`src/rtl/mem_stage_ctrl.sv`:
```
// mem_stage_ctrl: MEM-stage dcache request/hit handshake with pipeline stall, load capture and sticky halt.
// Define MEM_LLSC_EN to add LL/SC link tracking (SC fails locally without touching the dcache).
module mem_stage_ctrl #(
  parameter int ADDR_W = 32,
  parameter int DATA_W = 32
) (
  input  logic              CLK,
  input  logic              nRST,
  input  logic              exm_ren,
  input  logic              exm_wen,
  input  logic [ADDR_W-1:0] exm_addr,
  input  logic [DATA_W-1:0] exm_wdata,
  input  logic              exm_halt,
  input  logic              exm_ll,
  input  logic              exm_sc,
  output logic              dmemREN,
  output logic              dmemWEN,
  output logic [ADDR_W-1:0] dmemaddr,
  output logic [DATA_W-1:0] dmemstore,
  input  logic              dhit,
  input  logic [DATA_W-1:0] dmemload,
  output logic              mem_stall,
  output logic [DATA_W-1:0] load_data,
  output logic              load_valid,
  output logic              halted
);
  typedef enum logic [1:0] {IDLE, WAIT, DONE} state_t;
  state_t r_state, w_next;
  logic r_halted;
  logic [DATA_W-1:0] r_load_data;
  logic w_req, w_load, w_sc_fail, w_drive, w_done;
  logic [DATA_W-1:0] w_sc_data;
  assign w_req  = (exm_ren | exm_wen) & ~r_halted & ~exm_halt;
  assign w_load = exm_ren & ~exm_wen;
  assign w_done = (r_state == IDLE & w_req & (dhit | w_sc_fail)) | (r_state == WAIT & dhit);
`ifdef MEM_LLSC_EN
  logic r_link_valid;
  logic [ADDR_W-1:0] r_link_addr;
  logic w_link_hit;
  assign w_link_hit = r_link_valid & (r_link_addr == exm_addr);
  assign w_sc_fail  = exm_wen & exm_sc & ~w_link_hit;
  assign w_sc_data  = DATA_W'(w_link_hit);
  always_ff @(posedge CLK) begin
    if (!nRST) begin
      r_link_valid <= 1'b0;
      r_link_addr  <= '0;
    end else if (w_done) begin
      if (w_load & exm_ll) begin
        r_link_valid <= 1'b1;
        r_link_addr  <= exm_addr;
      end else if (exm_wen & (exm_sc | w_link_hit)) begin
        r_link_valid <= 1'b0;
      end
    end
  end
`else
  logic w_unused_ll;
  assign w_unused_ll = exm_ll;
  assign w_sc_fail   = 1'b0;
  assign w_sc_data   = DATA_W'(1);
`endif
  always_ff @(posedge CLK) begin
    if (!nRST) begin
      r_state     <= IDLE;
      r_halted    <= 1'b0;
      r_load_data <= '0;
    end else begin
      r_state <= w_next;
      if (r_state == IDLE & exm_halt) r_halted <= 1'b1;
      if (w_done & w_load) r_load_data <= dmemload;
      else if (w_done & exm_wen & exm_sc) r_load_data <= w_sc_data;
    end
  end
  always_comb begin
    w_next = r_state == IDLE ? (w_req ? ((dhit | w_sc_fail) ? DONE : WAIT) : IDLE)
           : r_state == WAIT ? (dhit ? DONE : WAIT)
           : IDLE;
  end
  // A failing SC stalls for its one cycle but never reaches the dcache.
  always_comb begin
    w_drive    = nRST & (r_state != DONE) & w_req & ~w_sc_fail;
    dmemREN    = w_drive & w_load;
    dmemWEN    = w_drive & exm_wen;
    dmemaddr   = w_drive ? exm_addr : '0;
    dmemstore  = w_drive ? exm_wdata : '0;
    mem_stall  = nRST & (r_state == WAIT | (r_state == IDLE & w_req));
    load_valid = nRST & (r_state == DONE);
  end
  assign load_data = r_load_data;
  assign halted    = r_halted;
endmodule

```
`config.mk`:
```
export PLATFORM = sky130hd
export DESIGN_NAME = mem_stage_ctrl
export DESIGN_NICKNAME = d
export VERILOG_FILES = /design/src/rtl/mem_stage_ctrl.sv
export SDC_FILE = /design/constraint.sdc
export NUM_CORES = 1
export LEC_CHECK = 0
export CORE_MARGIN = 1.5
export CORE_UTILIZATION = 29
export CTS_BUF_LIST = sky130_fd_sc_hd__clkbuf_2 sky130_fd_sc_hd__clkbuf_4 sky130_fd_sc_hd__clkbuf_8
export DETAILED_ROUTE_END_ITERATION = 12
export GPL_ROUTABILITY_DRIVEN = 0
export PLACE_DENSITY = 0.89
export SLEW_MARGIN = 20
export SYNTH_ARGS = -nofsm -noshare
export SYNTH_HDL_FRONTEND = slang
export SYNTH_SLANG_ARGS = --single-unit
export TNS_END_PERCENT = 20
```
`constraint.sdc`:
```
create_clock -name CLK -period 2.7 [get_ports CLK]
set_input_delay 0.405 -clock CLK [delete_from_list [all_inputs] [get_ports CLK]]
set_output_delay 0.405 -clock CLK [all_outputs]
set_load 0.01 [all_outputs]
```
; ---- Word level (Yosys, flattened, before mapping)
; Index checks and enable logic that the tools add are counted.
[classes]
n_reduce_logical = 2
n_mux = 8
n_eq_ne = 3
bitwise = 22
[op_table]
columns = op, count
row1 = $mux W32, 4
row2 = $and A1 B1 Y1, 16
row3 = $mux W2, 4
row4 = $not A1 Y1, 3
row5 = $or A1 B1 Y1, 3
row6 = $eq A2 B1 Y1 const B, 1
row7 = $eq A2 B2 Y1 const B, 1
row8 = $logic_not A2 Y1, 1
row9 = $ne A2 B2 Y1 const B, 1
row10 = $reduce_bool A2 Y1, 1
[word_totals]
out_inout_bits = 101
regBits = 35
elab_cells = 38
in_bits = 104

; ---- Depth between registers and ports, before layout
[logic_depth]
word_depth = 10
mapped_depth = 6
ltp_nobuf = 4

; ---- Worst setup path before layout
; OpenSTA, ideal clock, no wires.
[synth_path]
path_kind = input to output
from = input port exm_ren
to = output port dmemaddr[23]
n_path_buf = 2
arrival_ns = 1.227
stages = 5
setup_slack_ns = 1.068
path_cell_list = nor2_2 -> nor4_2 -> buf_2 -> buf_6 -> and2_1
[synth_between]
elab_chain_cells = 5
[synth_rtl]
columns = item, line
row1 = start: declaration, 9  ; input logic exm_ren,
row2 = $or A1 B1 Y1, 33  ; assign w_req = (exm_ren | exm_wen) & ~r_halted & ~exm_halt;
row3 = $and A1 B1 Y1 (2 in a row), 33
row4 = $and A1 B1 Y1, 81  ; w_drive = nRST & (r_state != DONE) & w_req & ~w_sc_fail;
row5 = $mux W32, 84  ; dmemaddr = w_drive ? exm_addr : '0;
row6 = end: declaration, 18  ; output logic [ADDR_W-1:0] dmemaddr,
; Every way passes these cells.

; ---- Worst setup path after layout
[layout_path]
from = input port nRST
to = output port dmemaddr[30]
[layout_between]
elab_chain_cells = 3
[layout_rtl]
columns = item, line
row1 = start: declaration, 8  ; input logic nRST,
row2 = $and A1 B1 Y1 (2 in a row), 81
row3 = $mux W32, 84
; Every way passes these cells.

==> run_results.csv <==
group,metric,value,unit
status,status,"complete, no violations",
synthesis,synth_top_area_share,42.0,%
route,wl_per_cell,14.7,um
synthesis,post-synth-top-area-cell,"dfxtp_1",
min_path,hp-class,"register to register",
synthesis,muxShareOfSynthArea,0,%
sta,grt_setup_unrepaired,"true",
floorplanning,dieArea,6210,sq um
floorplanning,die_y,78.8,um
clock_network,hold_buffers,0,
worst_setup_path,path_depth,7,
job,maxCapViolations,0,
worst_setup_path,crit_required,2.30,ns
synthesis,yosysMostFrequentCell,"and2_1",
worst_setup_path,regToRegEndpoint,"load_data[26]$_SDFFE_PN0P_",
sta,tightest_slew,0.795,ns
worst_setup_path,ff2ff_path_depth,4,
global_route,grt_pass1_wl,9.44,mm
worst_setup_path,startpoint_type,"input port",
synthesis,yosys.area_share.simple,30.0,%
power_and_ir_drop,leakage,1.67,nW
sta,finalSetupViolCount,0,
synthesis,synth-compound-area-share,20.9,%
worst_setup_path,cpMaxStageDelayCell,"clkdlybuf4s50_1",
synthesis,synth.distinct_cells,25,
synthesis,syn_inst,170,
synthesis,yosys-top-cells-count,"68 x and2_1, 35 x dfxtp_1, 31 x a22o_1, 7 x buf_6, 4 x buf_2",
synthesis,synth-xor-area-share,0,%
place,dp_cells,439,
sta,hold_viol_final,0,
clock_network,root_buffer,"clkbuf_8",
worst_setup_path,crit_end,"dmemaddr[30]",
synthesis,ys_seq_elements,35,
worst_setup_path,crit_path_max_fanout,17,
global_route,antenna_found_initial,0,
clock_network,cts_tree,"yes",
route,drt_wl_total,6.64,mm
place,io_buffers,203,
final_layout,final_util,70.6,%
synthesis,synth_area,1670,sq um
final_layout,num_antenna_cells,0,
floorplanning,rows,27,
clock_network,cts_buffers,5,
sta,hold_slack,0.476,ns
global_route,grt_overflow_total,0,
route,ant_nets,0,
worst_setup_path,arrival,2.28,ns
global_route,track_usage,19.3,%
clock_network,clk_path_buf_depth,2,
worst_setup_path,cp-startpoint,"nRST",
sta,worst_slack,0.0115,ns
synthesis,ys.flop_type,"dfxtp_1",
final_layout,syn_to_final_growth,135,%
power_and_ir_drop,vdd_drop_max,0.340,mV
synthesis,avgSynthCellArea,9.81,sq um
place,post-place-ws,-0.0368,ns
route,drt-initial-drc-count,28,
sta,fin_skew,0.00788,ns
route,dr_total_vias,2018,
synthesis,syn_nets,274,
floorplanning,io_pins,205,
route,vias_per_cell,4.48,
sta,max_freq,372,MHz
sta,slew_headroom,46.9,%
synthesis,ys_async_sr_fraction,0,%
floorplanning,fp.dieW,78.8,um
worst_setup_path,reg2reg_from,"r_state[1]$_SDFF_PN0_",
final_layout,fin_nets,481,
synthesis,synth_edf_count,0,
power_and_ir_drop,cellPowerDensity,329,nW/um^2
global_route,grt_pass1_vias,1891,
floorplanning,coreArea,5540,sq um
synthesis,synthTopCellsByArea,"dfxtp_1 42%, and2_1 26%, a22o_1 16%",
route,route.detailed.drc,0,
floorplanning,initial_utilization,30.1,%
worst_setup_path,end_kind,"output port",
clock_network,clock_sinks,35,
worst_setup_path,path_cells,"clkdlybuf4s50_1 > o21ai_1 > nor4_4 > buf_4 > buf_4 > and2_1 > clkdlybuf4s50_1",
synthesis,synth_top_family_by_area,"simple AND/OR/NAND/NOR gates",
final_layout,drive_gt1_share,6.61,%
clock_network,cts_htree_levels,2,
clock_network,clk_pin_slew,0.07,ns
synthesis,ys_warn_count,0,
sta,setup_tns,0,ns
final_layout,layoutNonFillerInstCount,450,
worst_setup_path,rrSetupSlack,1.12,ns
synthesis,seq_area_frac_synth,42.0,%
global_route,grt_max_degree,36,
sta,post-route-min-period,2.69,ns
route,firstDrtPassIters,6,
worst_setup_path,path_buf_inv,4,
sta,finalCritPeriodShare,99.6,%
sta,final_max_slew_viol_count,0,
worst_setup_path,slowest_delay,0.54,ns
worst_setup_path,criticalPathCategory,"input port to output port",
place,dpl.hpwl,5.40,mm
clock_network,clock_latency,0.27,ns
synthesis,synthAdderAreaFrac,0,%
worst_setup_path,critical_path.top_delay_family,"buffers and inverters",
==> layout make-up <==
cell class	count	area, sq um
Tap cell	72	90.1
Sequential cell	35	701
Fill cell	422	1630
Inverter	3	11.3
Clock buffer	7	90.1
Multi-Input combinational cell	119	858
Clock inverter	1	8.76
Timing Repair Buffer	213	2150
==> timing repair <==
action                     4_1_cts  5_1_grt
hold endpoints to repair         0        0
resized for setup                2       14
setup endpoints to repair        5       65
pin swaps                        0        1
setup buffers                    0        1
gates cloned                     0        2
==> how the worst min path moves through the flow <==
| stage | startpoint | to | slack [ns] | depth (start not counted) |
|---|---|---|---|---|
| global placement | load_data[5]$_SDFFE_PN0P_ | load_data[5]$_SDFFE_PN0P_ | 0.45 | 1 |
| floorplan | r_state[1]$_SDFF_PN0_ | r_state[0]$_SDFF_PN0_ | 0.46 | 1 |
| CTS | load_data[16]$_SDFFE_PN0P_ | load_data[16]$_SDFFE_PN0P_ | 0.48 | 1 |
| detailed placement | load_data[4]$_SDFFE_PN0P_ | load_data[4]$_SDFFE_PN0P_ | 0.46 | 1 |
| global route | load_data[16]$_SDFFE_PN0P_ | load_data[16]$_SDFFE_PN0P_ | 0.49 | 1 |
| finish | load_data[16]$_SDFFE_PN0P_ | load_data[16]$_SDFFE_PN0P_ | 0.48 | 1 |
==> kinds of logic (layout without fill, tap and decap cells) <==
kind of cell | after synthesis | count (layout)
AND/OR/NAND/NOR | 80 | 80
AO/OA/AOI/OAI | 39 | 39
buffers and inverters | 16 | 224
flip-flops | 35 | 35
==> per-stage QoR <==
step           area [sq um]  power, mW
6_report               3910       1.29
5_1_grt                3910       1.35
4_1_cts                3860       1.30
3_5_place_dp           3760      0.898
3_3_place_gp           3760      0.891
2_1_floorplan          1670      0.654
==> state kept, by name, summed over array words and instances, names as in the netlist <==
signal / flops
r_state: 2
load_data: 32
halted: 1
==> layer usage <==
metal	GRT usage, %	wire length, um	share of wire, %	vias to the layer above
li1	-	-	-	992
met1	19.8	2430	37	912
met2	36.7	3520	53	108
met3	6.90	611	9.2	6
met4	5.44	74	1.1	0
met5	0	0	0	-
==> report_power, final <==
group / leakage [nW] / switching [mW] / total [mW] / internal [mW]
clock network: 0.0519 / 0.178 / 0.396 / 0.219
logic: 1.34 / 0.110 / 0.354 / 0.244
registers: 0.283 / 0.00858 / 0.536 / 0.528
total: 1.67 / 0.297 / 1.29 / 0.990
==> placed cells by master (no fill, tap or decap), drive strengths merged <==
cell type / instances
clkdlybuf4s50: 193
and2: 68
dfxtp: 35
a22o: 31
dlymetal6s2s: 10
buf: 10
clkbuf: 7
nor2: 5
inv: 3
nor3: 2
o21ai: 2
nor4: 2
a21oi: 2
nor2b: 1
o31a: 1
nand4: 1
o31ai: 1
o211a: 1
a31oi: 1
nand3: 1
clkinv: 1
Note: power is estimated with default switching activity, not from simulation.
